==> config.mk <==
export PLATFORM = sky130hd
export DESIGN_NAME = immediate_instruction_encoder_flat
export DESIGN_NICKNAME = d
export VERILOG_FILES = /design/src/rtl/immediate_instruction_encoder_if.sv /design/src/rtl/immediate_instruction_encoder.sv /design/src/flat_wrapper.sv
export SDC_FILE = /design/constraint.sdc
export NUM_CORES = 1
export LEC_CHECK = 0
export CORE_MARGIN = 1
export CORE_UTILIZATION = 45
export CTS_BUF_LIST = sky130_fd_sc_hd__clkbuf_2
export DETAILED_ROUTE_END_ITERATION = 7
export PLACE_DENSITY = 0.84
export SYNTH_ARGS = -nofsm -noshare
export SYNTH_HDL_FRONTEND = slang
export SYNTH_SLANG_ARGS = --single-unit
export TNS_END_PERCENT = 30
==> constraint.sdc <==
create_clock -name clk -period 2.4 [get_ports clk]
set_input_delay 0.36 -clock clk [delete_from_list [all_inputs] [get_ports clk]]
set_output_delay 0.36 -clock clk [all_outputs]
set_load 0.005 [all_outputs]
==> src/rtl/immediate_instruction_encoder_if.sv <==
// ============================================================================
// immediate_instruction_encoder_if
// Request / encoded-word stream bundle for the immediate instruction encoder.
// Revision: 1.0
// ============================================================================
`default_nettype none

interface immediate_instruction_encoder_if #(
    parameter int SIZE = 32
);
    logic            req_valid;
    logic            req_ready;
    logic [2:0]      req_fmt;
    logic [6:0]      req_opcode;
    logic [2:0]      req_funct3;
    logic [4:0]      req_rd;
    logic [4:0]      req_rs1;
    logic [4:0]      req_rs2;
    logic [SIZE-1:0] req_imm;
    logic            instr_valid;
    logic            instr_ready;
    logic [SIZE-1:0] instr_out;
    logic            instr_last;
    logic            err;

    modport master (
        output req_valid, req_fmt, req_opcode, req_funct3, req_rd, req_rs1,
               req_rs2, req_imm, instr_ready,
        input  req_ready, instr_valid, instr_out, instr_last, err
    );

    modport slave (
        input  req_valid, req_fmt, req_opcode, req_funct3, req_rd, req_rs1,
               req_rs2, req_imm, instr_ready,
        output req_ready, instr_valid, instr_out, instr_last, err
    );
endinterface

`default_nettype wire

==> src/rtl/immediate_instruction_encoder.sv <==
// ============================================================================
// immediate_instruction_encoder
// Encodes field-level requests into RV32I words; optional IMM_ENC_LI_EN adds
// the LI (LUI/ADDI) constant-load expansion.
// Revision: 1.0
// ============================================================================
`default_nettype none

module immediate_instruction_encoder #(
    parameter int SIZE = 32
) (
    input  wire logic                    clk,
    input  wire logic                    reset,
    immediate_instruction_encoder_if.slave bus
);
    localparam logic [2:0] C_FMT_I  = 3'd0;
    localparam logic [2:0] C_FMT_S  = 3'd1;
    localparam logic [2:0] C_FMT_B  = 3'd2;
    localparam logic [2:0] C_FMT_U  = 3'd3;
    localparam logic [2:0] C_FMT_J  = 3'd4;
`ifdef IMM_ENC_LI_EN
    localparam logic [2:0] C_FMT_LI = 3'd5;
    localparam logic [6:0] C_OP_OPIMM = 7'b0010011;
    localparam logic [6:0] C_OP_LUI   = 7'b0110111;
`endif

    typedef enum logic [1:0] {
        IDLE    = 2'd0,
        EMIT_LO = 2'd1,
        HOLD    = 2'd2
    } state_t;

    state_t          r_state;
    logic            r_valid;
    logic [SIZE-1:0] r_out;
    logic            r_err;
`ifdef IMM_ENC_LI_EN
    logic            r_last;
    logic [SIZE-1:0] r_pending;
    logic            w_pair;
    logic [SIZE-1:0] w_lo_word;
    logic [19:0]     w_hi;
`endif

    logic [SIZE-1:0] w_word;
    logic            w_bad;
    logic            w_fit12;
    logic            w_fit13;
    logic            w_fit21;
    logic            w_accept;
    logic            w_out_hs;
    logic [31:0]     w_imm;
    logic [4:0]      w_rd;
    logic [4:0]      w_rs1;
    logic [4:0]      w_rs2;
    logic [2:0]      w_f3;
    logic [6:0]      w_op;

    assign w_imm = bus.req_imm;
    assign w_rd  = bus.req_rd;
    assign w_rs1 = bus.req_rs1;
    assign w_rs2 = bus.req_rs2;
    assign w_f3  = bus.req_funct3;
    assign w_op  = bus.req_opcode;

    // A value fits N signed bits when all bits above N-1 equal the sign bit.
    assign w_fit12 = (&w_imm[31:11]) | ~(|w_imm[31:11]);
    assign w_fit13 = (&w_imm[31:12]) | ~(|w_imm[31:12]);
    assign w_fit21 = (&w_imm[31:20]) | ~(|w_imm[31:20]);

`ifdef IMM_ENC_LI_EN
    // Adding 0x800 carries into bit 12 exactly when imm[11] is set.
    assign w_hi = w_imm[31:12] + {19'd0, w_imm[11]};
`endif

    always_comb begin
        w_word = '0;
        w_bad  = 1'b0;
`ifdef IMM_ENC_LI_EN
        w_pair    = 1'b0;
        w_lo_word = '0;
`endif
        case (bus.req_fmt)
            C_FMT_I: begin
                w_word = {w_imm[11:0], w_rs1, w_f3, w_rd, w_op};
                w_bad  = ~w_fit12;
            end
            C_FMT_S: begin
                w_word = {w_imm[11:5], w_rs2, w_rs1, w_f3, w_imm[4:0], w_op};
                w_bad  = ~w_fit12;
            end
            C_FMT_B: begin
                w_word = {w_imm[12], w_imm[10:5], w_rs2, w_rs1, w_f3,
                          w_imm[4:1], w_imm[11], w_op};
                w_bad  = ~w_fit13 | w_imm[0];
            end
            C_FMT_U: begin
                w_word = {w_imm[31:12], w_rd, w_op};
                w_bad  = |w_imm[11:0];
            end
            C_FMT_J: begin
                w_word = {w_imm[20], w_imm[10:1], w_imm[11], w_imm[19:12],
                          w_rd, w_op};
                w_bad  = ~w_fit21 | w_imm[0];
            end
`ifdef IMM_ENC_LI_EN
            C_FMT_LI: begin
                if (w_fit12) begin
                    w_word = {w_imm[11:0], 5'd0, 3'b000, w_rd, C_OP_OPIMM};
                end else begin
                    w_word    = {w_hi, w_rd, C_OP_LUI};
                    w_lo_word = {w_imm[11:0], w_rd, 3'b000, w_rd, C_OP_OPIMM};
                    w_pair    = |w_imm[11:0];
                end
            end
`endif
            default: w_bad = 1'b1;
        endcase
    end

    assign bus.req_ready = ~reset & (r_state == IDLE) & (~r_valid | bus.instr_ready);
    assign w_accept      = bus.req_valid & bus.req_ready;
    assign w_out_hs      = r_valid & bus.instr_ready;

    always_ff @(posedge clk) begin
        if (reset) begin
            r_state <= IDLE;
            r_valid <= 1'b0;
            r_out   <= '0;
            r_err   <= 1'b0;
`ifdef IMM_ENC_LI_EN
            r_last    <= 1'b0;
            r_pending <= '0;
`endif
        end else begin
            r_err <= 1'b0;
            case (r_state)
                IDLE: begin
                    if (w_accept) begin
                        if (w_bad) begin
                            r_err   <= 1'b1;
                            r_valid <= 1'b0;
                        end else begin
                            r_valid <= 1'b1;
                            r_out   <= w_word;
`ifdef IMM_ENC_LI_EN
                            r_last  <= ~w_pair;
                            if (w_pair) begin
                                r_pending <= w_lo_word;
                                r_state   <= EMIT_LO;
                            end
`endif
                        end
                    end else if (w_out_hs) begin
                        r_valid <= 1'b0;
                    end
                end
`ifdef IMM_ENC_LI_EN
                EMIT_LO: begin
                    if (w_out_hs) begin
                        r_out   <= r_pending;
                        r_last  <= 1'b1;
                        r_state <= IDLE;
                    end
                end
`endif
                default: begin
                    r_valid <= 1'b0;
                    r_state <= IDLE;
                end
            endcase
        end
    end

    assign bus.instr_valid = r_valid;
    assign bus.instr_out   = r_out;
    assign bus.err         = r_err;
`ifdef IMM_ENC_LI_EN
    assign bus.instr_last  = r_last;
`else
    assign bus.instr_last  = r_valid;
`endif

endmodule

`default_nettype wire

==> src/flat_wrapper.sv <==
// flat-port wrapper written by rule: the top's interface ports become plain ports
module immediate_instruction_encoder_flat 
#(
    parameter int SIZE = 32
)
  (clk, reset, bus_req_valid, bus_req_fmt, bus_req_opcode, bus_req_funct3, bus_req_rd, bus_req_rs1, bus_req_rs2, bus_req_imm, bus_instr_ready, bus_req_ready, bus_instr_valid, bus_instr_out, bus_instr_last, bus_err);
  immediate_instruction_encoder_if #(.SIZE(SIZE)) bus_i ();
  input  wire logic clk;
  input  wire logic reset;
  input wire logic [$bits(bus_i.req_valid)-1:0] bus_req_valid;
  input wire logic [$bits(bus_i.req_fmt)-1:0] bus_req_fmt;
  input wire logic [$bits(bus_i.req_opcode)-1:0] bus_req_opcode;
  input wire logic [$bits(bus_i.req_funct3)-1:0] bus_req_funct3;
  input wire logic [$bits(bus_i.req_rd)-1:0] bus_req_rd;
  input wire logic [$bits(bus_i.req_rs1)-1:0] bus_req_rs1;
  input wire logic [$bits(bus_i.req_rs2)-1:0] bus_req_rs2;
  input wire logic [$bits(bus_i.req_imm)-1:0] bus_req_imm;
  input wire logic [$bits(bus_i.instr_ready)-1:0] bus_instr_ready;
  output wire logic [$bits(bus_i.req_ready)-1:0] bus_req_ready;
  output wire logic [$bits(bus_i.instr_valid)-1:0] bus_instr_valid;
  output wire logic [$bits(bus_i.instr_out)-1:0] bus_instr_out;
  output wire logic [$bits(bus_i.instr_last)-1:0] bus_instr_last;
  output wire logic [$bits(bus_i.err)-1:0] bus_err;
  assign bus_i.req_valid = bus_req_valid;
  assign bus_i.req_fmt = bus_req_fmt;
  assign bus_i.req_opcode = bus_req_opcode;
  assign bus_i.req_funct3 = bus_req_funct3;
  assign bus_i.req_rd = bus_req_rd;
  assign bus_i.req_rs1 = bus_req_rs1;
  assign bus_i.req_rs2 = bus_req_rs2;
  assign bus_i.req_imm = bus_req_imm;
  assign bus_i.instr_ready = bus_instr_ready;
  assign bus_req_ready = bus_i.req_ready;
  assign bus_instr_valid = bus_i.instr_valid;
  assign bus_instr_out = bus_i.instr_out;
  assign bus_instr_last = bus_i.instr_last;
  assign bus_err = bus_i.err;
  immediate_instruction_encoder #(.SIZE(SIZE)) u_core (.clk(clk), .reset(reset), .bus(bus_i));
endmodule
## Word level (Yosys, flattened, before mapping)

Index checks and enable logic that the tools add are counted.

| storage, ports and cells | value |
|---|---|
| register bits after elaboration | 34 |
| latch bits | 0 |
| bits in writable memories | 0 |
| bits in read-only memories | 0 |
| input port bits | 64 |
| word-level logic and storage cells | 44 |
| memories kept | 0 |

| cells by class | value |
|---|---|
| add/sub/neg operators | 0 |
| multiply operators | 0 |
| divide/modulo/power cells | 0 |
| magnitude comparators | 0 |
| eq/ne operators | 4 |
| shift operators | 0 |
| multiplexer cells | 6 |
| bitwise operators | 19 |
| reductions and logical operators | 12 |

Operators by type and width:

| kind | number |
|---|---|
| $pmux 32 s5 | 1 |
| $reduce_or 12->1 | 2 |
| $reduce_and 21->1 | 1 |
| $reduce_or 21->1 | 1 |
| $reduce_and 20->1 | 1 |
| $reduce_or 20->1 | 1 |
| $reduce_and 12->1 | 1 |
| $not 1->1 | 10 |
| $eq 3x2->1 const B | 2 |
| $or 1x1->1 | 6 |
| $mux 1 | 4 |
| $pmux 1 s4 | 1 |
| $reduce_or 2->1 | 2 |
| $and 1x1->1 | 3 |
| $eq 3x1->1 const B | 1 |
| $eq 3x3->1 const B | 1 |
| $logic_not 3->1 | 1 |
| $reduce_and 2->1 | 1 |
| $reduce_bool 2->1 | 1 |

## Longest topological paths before layout

Gate-level depths: netlist of run 1.

| depth | value |
|---|---|
| depth after elaboration | 8 |
| mapped depth | 8 |
| gate-level depth less buffers | 6 |

## Least setup slack after synthesis of run 1

Ideal clock, no wire load.

| timing | value |
|---|---|
| path kind | input to register |
| start | in bus_req_fmt[1] |
| end | reg u_core.r_out[12], in the netlist u_core.bus.instr_out[12] |
| setup time | 0.145 ns |
| data arrival time | 1.656 ns |
| required time | 2.255 ns |
| setup slack | 0.599 ns |
| stages | 8 |
| cells stage by stage | buf_4 -> nor2_2 -> a22o_1 -> a221oi_4 -> and2_2 -> nor2_4 -> buf_6 -> a211oi_2 |

| on the way | value |
|---|---|
| cells in the longest elaborated chain, start to end | 5 |
| elaborated cells on any way between the ends | 10 |
| those cells by class | eq/ne (4); mux (2); bitwise (1); reduce/logical (3) |

RTL lines:

| element | line | RTL |
|---|---|---|
| start: declaration | flat_wrapper.sv:11 | `input wire logic [$bits(bus_i.req_fmt)-1:0] bus_req_fmt;` |
| $eq 3x1->1 / $logic_not 3->1 (equally long branches) | immediate_instruction_encoder.sv:83 | `case (bus.req_fmt)` |
| $reduce_or 2->1 (no line) | - |  |
| $pmux 1 s4 | immediate_instruction_encoder.sv:83 |  |
| $not 1->1 (no line) | - |  |
| $reduce_and 2->1 (no line) | - |  |
| end signal: assignment | immediate_instruction_encoder.sv:145 | `r_out <= w_word;` |
| end: declaration | immediate_instruction_encoder.sv:35 | `logic [SIZE-1:0] r_out;` |

Parallel ways exist; a longest one is shown, timed or not.
A chain may end at the register's enable or synchronous reset.

## Final worst setup path of run 1

| timing | value |
|---|---|
| start | in reset |
| end | out bus_req_ready |

| on the way | value |
|---|---|
| cells in the longest elaborated chain, start to end | 2 |

RTL lines:

| element | line | RTL |
|---|---|---|
| start: declaration | flat_wrapper.sv:9 | `input wire logic reset;` |
| $not 1->1 | immediate_instruction_encoder.sv:121 | `assign bus.req_ready = ~reset & (r_state == IDLE) & (~r_valid \| bus.instr_ready);` |
| $and 1x1->1 | immediate_instruction_encoder.sv:121 |  |
| end: declaration | flat_wrapper.sv:19 | `output wire logic [$bits(bus_i.req_ready)-1:0] bus_req_ready;` |

Every way passes these cells.

==> results of run 1 <==
## path summary, 6_finish.rpt
| check | from | endpoint |
|---|---|---|
| setup / recovery | reset | bus_req_ready |
| hold / removal | u_core.bus.instr_out[3]$_SDFFE_PP0P_ | u_core.bus.instr_out[3]$_SDFFE_PP0P_ |
| setup reg to reg | u_core.bus.instr_last$_SDFFE_PP0P_ | u_core.bus.instr_out[19]$_SDFFE_PP0P_ |
| hold reg to reg | u_core.bus.instr_out[3]$_SDFFE_PP0P_ | u_core.bus.instr_out[3]$_SDFFE_PP0P_ |
## flip-flops by register name, indices dropped and copies added (netlist names)
signal                 count
u_core.bus.instr_last      1
u_core.bus.err             1
u_core.bus.instr_out      32
## cell usage after synthesis, types with 2 or more instances
library cell	instances
sky130_fd_sc_hd__nor2_2	2
sky130_fd_sc_hd__nand4_1	5
sky130_fd_sc_hd__clkbuf_1	7
sky130_fd_sc_hd__nor4_2	3
sky130_fd_sc_hd__buf_6	6
sky130_fd_sc_hd__nor2_1	16
sky130_fd_sc_hd__nand2b_1	2
sky130_fd_sc_hd__mux2_2	10
sky130_fd_sc_hd__a21oi_1	30
sky130_fd_sc_hd__o22ai_1	11
sky130_fd_sc_hd__a211oi_2	13
sky130_fd_sc_hd__nor3_1	23
sky130_fd_sc_hd__a31o_1	4
sky130_fd_sc_hd__nor4_1	4
sky130_fd_sc_hd__mux2i_1	2
sky130_fd_sc_hd__o21ai_0	4
sky130_fd_sc_hd__dfxtp_1	34
sky130_fd_sc_hd__a21oi_2	10
sky130_fd_sc_hd__nand2_1	13
sky130_fd_sc_hd__nor2b_1	8
sky130_fd_sc_hd__a22o_1	2
sky130_fd_sc_hd__a22oi_1	19
sky130_fd_sc_hd__inv_1	3
sky130_fd_sc_hd__nand3_1	7
sky130_fd_sc_hd__nand2_2	2
sky130_fd_sc_hd__buf_2	5
sky130_fd_sc_hd__buf_4	5
sky130_fd_sc_hd__a31o_2	3
sky130_fd_sc_hd__nor3b_2	5
sky130_fd_sc_hd__and2_1	2
sky130_fd_sc_hd__a221oi_1	5
## cells by family (layout without fill, tap and decap cells)
group / Yosys count / after routing / synth area share (%)
fa+ha+maj: 1 / 1 / 0.400
buf+inv: 30 / 146 / 8.30
compound gates: 108 / 108 / 34.8
flops: 34 / 34 / 27.2
mux: 12 / 12 / 5.30
simple gates: 101 / 101 / 24.0
## per-stage QoR
stage	worst slack, ns	total power (W)	TNS (ns)	std cells
floorplan	0.599	0.000876	0	286
global route	0.206	0.00158	0	472
CTS	0.268	0.00151	0	472
global placement	0.0202	0.00114	0	465
detailed placement	-0.0400	0.00115	-0.230	465
finish	0.250	0.00151	0	472
## per-layer routing
| layer | vias to the layer above | global-route usage, % | share of wire (%) |
|---|---|---|---|
| li1 | 1323 | - | - |
| met4 | 0 | 7.88 | 1.4 |
| met2 | 143 | 46.1 | 46 |
| met1 | 1335 | 39.2 | 45 |
| met3 | 12 | 5.15 | 7.7 |
| met5 | - | 0 | 0 |
## power by group through the flow
stage / Sequential (W) / Clock (W) / Combinational (W)
after detailed placement: 0.000613 / 0 / 0.000534
after CTS: 0.000602 / 0.000370 / 0.000538
after floorplan: 0.000614 / 0 / 0.000262
final: 0.000602 / 0.000365 / 0.000541
after global routing: 0.000605 / 0.000401 / 0.000578
after global placement: 0.000613 / 0 / 0.000523
## cell type report
type                            instances  area (um2)
Multi-Input combinational cell        222        1610
Sequential cell                        34         681
Timing Repair Buffer                  136        1340
Tap cell                               70        87.6
Clock inverter                          2        33.8
Inverter                                3        11.3
Fill cell                             423        1440
Clock buffer                            5        25.0
==> impl_summary.md, run 1 <==
Critical path
The worst setup path is of the in -> out kind. In this run the number of cells on the critical path is 4. The worst setup path is captured at an output pin. The cell family with the largest share of critical-path delay is buffers and inverters.

The most repeated library cell on the critical path is sky130_fd_sc_hd__clkdlybuf4s50_1. The worst-case register-to-register setup slack is 0.87 ns. The slowest cell on the critical path is sky130_fd_sc_hd__clkdlybuf4s50_1. Along the worst path, the maximum fanout reaches 8. The maximum cell stage delay along the critical path is 0.51 ns. Data on the critical path arrives at its endpoint at 1.79 ns.

The worst register-to-register path has a depth of 7. At the worst endpoint, the required time is 2.04 ns. The worst setup path is launched from an input pin.

Traced cell by cell, the critical path runs through clkdlybuf4s50_1 -> inv_1 -> and2_1 -> clkdlybuf4s50_1. The number of buffers and inverters on the critical path is 3.

STA
The highest clock frequency the design can meet is 465 MHz. Setup violations remaining at the end of the flow were counted as 0. The pin slew with the least headroom to its limit is 0.409 ns. The final number of hold-violating endpoints is 0. The final critical path takes up 89.6% of the cycle. The final count of pins violating max slew is 0.

For the final database, setup skew stands at 0.00865 ns. The worst path needs 2.15 ns of the cycle, external delays included. The normalized max-slew margin is 72.7%.

Setup repair after global routing left no endpoint under its margin. The worst hold margin is 0.501 ns.

Global routing
The first global-routing pass estimated 13.5 mm of wire. The initial antenna violation count is 0. Summed over all layers, the global routing overflow is 0. The number of global-route vias before repair is 2705. The maximum number of pins on one net before global-route repair is 28.

The global routing usage summed across all routing layers is 28.7%.

Power and ir drop
In this run the static leakage power is 1.30 nW. The cell area power density is 398 mW/mm2. The share of power burned in the clock network is 24.2%. The switching share of total power is 30.5%. The analysis attributes to net switching a power of 0.000461 W. The internal portion of total power is 0.00105 W. Across the VDD grid, the largest voltage drop is 356 uV. The combinational power share is 35.9%. Per report_power, the sequential group accounts for 39.9% of the total.

Routing
For this run, design rule violations remaining after detail routing come to 0. Dividing the detail-routed wire length by the instance count gives 17.4 um. In the routed layout, each cell is associated on average with a via count of 5.96. The number of DRC markers after the initial detailed-route iteration is 244.

The detailed-route wire length is 8.21 mm. The detail route stage leaves a number of antenna-violating nets equal to 0. For this block, the via count after detailed routing is 2813.

The first-pass iteration count of the detailed router is 7.

Die
The horizontal extent of the die is 76.6 um. The placeable core region is 0.00524 mm2. In this run the count of I/O pins placed on the die edge is 100. The die is 76.6 um tall. The total die area is 0.00586 mm2. For this configuration, the core starts out at a cell density of 47.8%. The initialized floorplan defines 26 standard-cell rows.

Clock network
The number of hold-repair buffers added at the cts stage is 0. The clock transition at the register clock pins on the worst setup and hold paths after CTS is 0.17 ns. The CTS tree is built. The total setup buffers inserted after CTS is 0. For this design, the sink count on the clock tree is 34. The clock latency at the later pin of the worst-skew pair is 0.37 ns.

The H-tree was split into 2 levels. The cell sitting at the root of the clock tree is a sky130_fd_sc_hd__clkbuf_2. In this run, CTS created clock tree buffers numbering 5. Once the clock tree was built, the resizer swapped 0 gates to a different size.

The clock passes through at most 2 buffers.

Synth
Synthesis inferred 34 register bits. The share of the synthesized area in the top cell type is 27.2%. The total of warnings raised by yosys is 0. The library cell with the largest summed area after synthesis is sky130_fd_sc_hd__dfxtp_1.

The primary flip-flop cell chosen by synthesis mapping is sky130_fd_sc_hd__dfxtp_1. The synthesized area per cell is 8.75 um2. Counting every instance in the synthesized netlist gives 286. When the netlist entered floorplanning its net count stood at 350. The number of flops mapped to enable cells by yosys is 0. The share of the Yosys chip area taken by registers is 27.2%. In the synthesized netlist the async set-or-reset flop fraction comes to 0%.

After synthesis, the netlist uses 52 different library cells. The area of the mapped netlist is 0.00250 mm2. By area the synthesized netlist is led by sky130_fd_sc_hd__dfxtp_1 (27%), sky130_fd_sc_hd__a211oi_2 (6.5%), sky130_fd_sc_hd__a21oi_1 (6.0%), sky130_fd_sc_hd__a22oi_1 (5.7%), sky130_fd_sc_hd__nor3_1 (4.6%).

Final layout
The number of nets at the end of the flow is 466. The commonest non-fill, non-tap cell in the layout is sky130_fd_sc_hd__clkdlybuf4s50_1. The total inserted antenna cells is 0. The ratio of cells with drive above 1 in the final layout is 24.6%. The area growth from synthesis to layout is 51.7%. The library cells used most frequently in the layout, excluding fill and tap cells, are sky130_fd_sc_hd__clkdlybuf4s50_1 (99), sky130_fd_sc_hd__dfxtp_1 (34), sky130_fd_sc_hd__buf_4 (31). The final core utilization is 72.5%. With fillers left out, the area of the finished cells amounts to 0.00379 mm2.

Placed design
Routability-driven placement finished with a final weighted congestion of 0.908. The number of buffers added on ports is 99. The area after detailed placement is 0.00374 mm2. Detailed placement finished with a half-perimeter wire length of 6.29 mm.

Worst hold path
The class of the tightest hold or removal check is reg -> reg. The number of cells on the worst hold path is 1.

Status
The run finished with clean final reports.

Job
The tool flagged a number of max-cap violations equal to 0.
Power figures use the tool's default switching activity.
==> run 2, diff against run 1 <==
CORE_UTILIZATION = 49   (was 45)
PLACE_DENSITY = 0.9   (was 0.84)
clock period = 2.55 ns   (was 2.4 ns; I/O delays follow)
==> impl_summary.md, run 2 (synthesis gave the netlist of run 1 again) <==
Status
The run finished with clean final reports.

Die
The total die area is 0.00539 mm2. From left edge to right edge, the die measures 73.4 um. Pin placement for this block handled 100 I/O pins. The starting density of the core is 51.9%. The site row count is 25. After floorplanning, the core was sized to cover 0.00482 mm2.

The die span in y is 73.4 um.

STA
The clock skew is 0.0182 ns. The final total negative setup slack is 0 ns. Setup repair after global routing left no endpoint under its margin. Setup violations remaining at the end of the flow were counted as 0.

The final period demand of the worst path is 2.12 ns. The normalized max-slew margin is 71.6%. The pin slew with the least headroom to its limit is 0.426 ns. The highest clock frequency the design can meet is 472 MHz.

The setup slack of the critical path after layout is 0.432 ns. The share of the clock period used by the worst path is 83.1%. The final number of hold-violating endpoints is 0. The final count of pins violating max slew is 0.

Routing
The post-route antenna net violation count is 0. The via count is 2713. The detailed-route wire length is 7.87 mm.

The first detailed-routing pass ran for 5 iterations. After detailed routing, the number of remaining DRC violations is 0. The number of DRC markers after the initial detailed-route iteration is 227. The average vias per placed instance is 6.02. The mean routed wirelength per cell is 17.5 um.

Global routing
The initial antenna violation count came to 0. The number of global-route vias before repair is 2597. Summed over all layers, the global routing overflow is 0. The first-pass GRT wire length is 12.2 mm. Global routing used 29.8% of the available tracks.

Entering global routing, the biggest net connects 28 pins.

Critical path
The kind of capture point of the worst setup path is an output pin. Along the worst path, the maximum fanout reaches 8. For the worst setup path, the data required time is 2.17 ns.

The depth of the worst register-to-register path is 6. STA classifies the critical path startpoint as an input pin. Data arrives at the worst endpoint at 1.74 ns. The critical path is of the in -> out type.

Final layout
The ratio of cells with drive above 1 in the final layout is 21.1%. The layout-stage area growth over the synthesis result is 45.2%. In the layout the commonest cells are sky130_fd_sc_hd__clkdlybuf4s50_1 (99), sky130_fd_sc_hd__dfxtp_1 (34), sky130_fd_sc_hd__a21oi_1 (30). At the end of the flow, the number of nets in the layout was 448. Excluding fillers, the count of instances in the completed layout stands at 451.

The register with the most flip-flops in the layout has 32 of them. The library cell used most frequently in the layout, excluding fill and tap cells, is sky130_fd_sc_hd__clkdlybuf4s50_1. The repair_antennas step left the layout with diodes totalling 0.

Worst hold path
Along the worst hold path, the cell count comes to 1. The tightest min-delay check is of the reg -> reg type.

Placed design
The congestion estimate from routability-driven global placement came to 0.923. Once detailed placement completed, the half-perimeter wirelength came to 6.09 mm. Timing analysis after detailed placement gives a worst setup slack of 0.0728 ns. Once placement completed, the tool counted placed cells totaling 444. In this run the tool buffered the top-level ports with 99 buffer cells.

Power and ir drop
The maximum VDD drop is 386 uV. For this design the ratio of total power to cell area is 379 mW/mm2. The total power of the final layout is 0.00137 W. The reported leakage power is 1.21 nW.

Clock network
The CTS tree is built. The clock latency at the later pin of the worst-skew pair is 0.37 ns. The H-tree generated during clock tree synthesis spans 2 levels. The number of buffers added by the clock tree synthesis step is 5.

In this run the deepest clock path goes through 2 buffers. The clock root buffer is sky130_fd_sc_hd__clkbuf_2. The tree built by TritonCTS fans out to 34 sinks. Clock-pin slew was measured on the worst setup and hold paths at 0.16 ns. For this design, the CTS-stage hold fixing added 0 buffers. The post-cts repair resize count is 0. The total setup buffers inserted after CTS is 0.

Job
The tool flagged a number of max-cap violations equal to 0.
[run 2: cell types whose count changed in the layout (fill, tap and decap cells not counted), sizes merged]
cell,previous run,this run
buf,37,19
[run 2: critical path, stage by stage]
cell and delay [ns]:
sky130_fd_sc_hd__clkdlybuf4s50_1 0.42, sky130_fd_sc_hd__inv_1 0.21, sky130_fd_sc_hd__and2_1 0.20, sky130_fd_sc_hd__clkdlybuf4s50_1 0.51
[run 2: final cells by class]
cell class | instances | area [um2]
multi-input combinational | 222 | 1610
clock inverter | 2 | 33.8
clock buffer | 5 | 25.0
fill | 374 | 1190
tap | 67 | 83.8
timing repair buffer | 118 | 1180
inverter | 3 | 11.3
sequential | 34 | 681
[run 2: routing by layer]
metal / global-route usage (%) / wire length (um) / up-vias
met1: 37.7 / 3360 / 1252
met5: 0 / 0 / -
met4: 11.8 / 193 / 0
met2: 49.7 / 3730 / 151
met3: 5.76 / 593 / 23
li1: - / - / 1287
[run 2: report_power, final]
| part | leakage, nW | total (W) | internal, W | switching [W] |
|---|---|---|---|---|
| Clock | 0.0365 | 0.000329 | 0.000158 | 0.000171 |
| Combinational | 0.893 | 0.000479 | 0.000252 | 0.000227 |
| Sequential | 0.276 | 0.000566 | 0.000553 | 0.0000134 |
| Total | 1.21 | 0.00137 | 0.000963 | 0.000412 |
[run 2: path summary, 6_finish.rpt]
kind / startpoint / to / slack, ns
worst max-delay path: reset / bus_req_ready / 0.43
worst min-delay path: u_core.bus.instr_out[6]$_SDFFE_PP0P_ / u_core.bus.instr_out[6]$_SDFFE_PP0P_ / 0.50
worst max register to register: u_core.bus.instr_last$_SDFFE_PP0P_ / u_core.bus.instr_out[1]$_SDFFE_PP0P_ / 0.85
worst min register to register: u_core.bus.instr_out[6]$_SDFFE_PP0P_ / u_core.bus.instr_out[6]$_SDFFE_PP0P_ / 0.50
[run 2: per-stage QoR]
step | utilization [%] | instance area [um2] | hold slack [ns]
global placement | 74.2 | 3570 | 0.469
detailed placement | 74.2 | 3570 | 0.466
global route | 75.4 | 3630 | 0.531
floorplan | - | 2500 | 0.474
finish | 75.4 | 3630 | 0.498
CTS | 75.4 | 3630 | 0.501
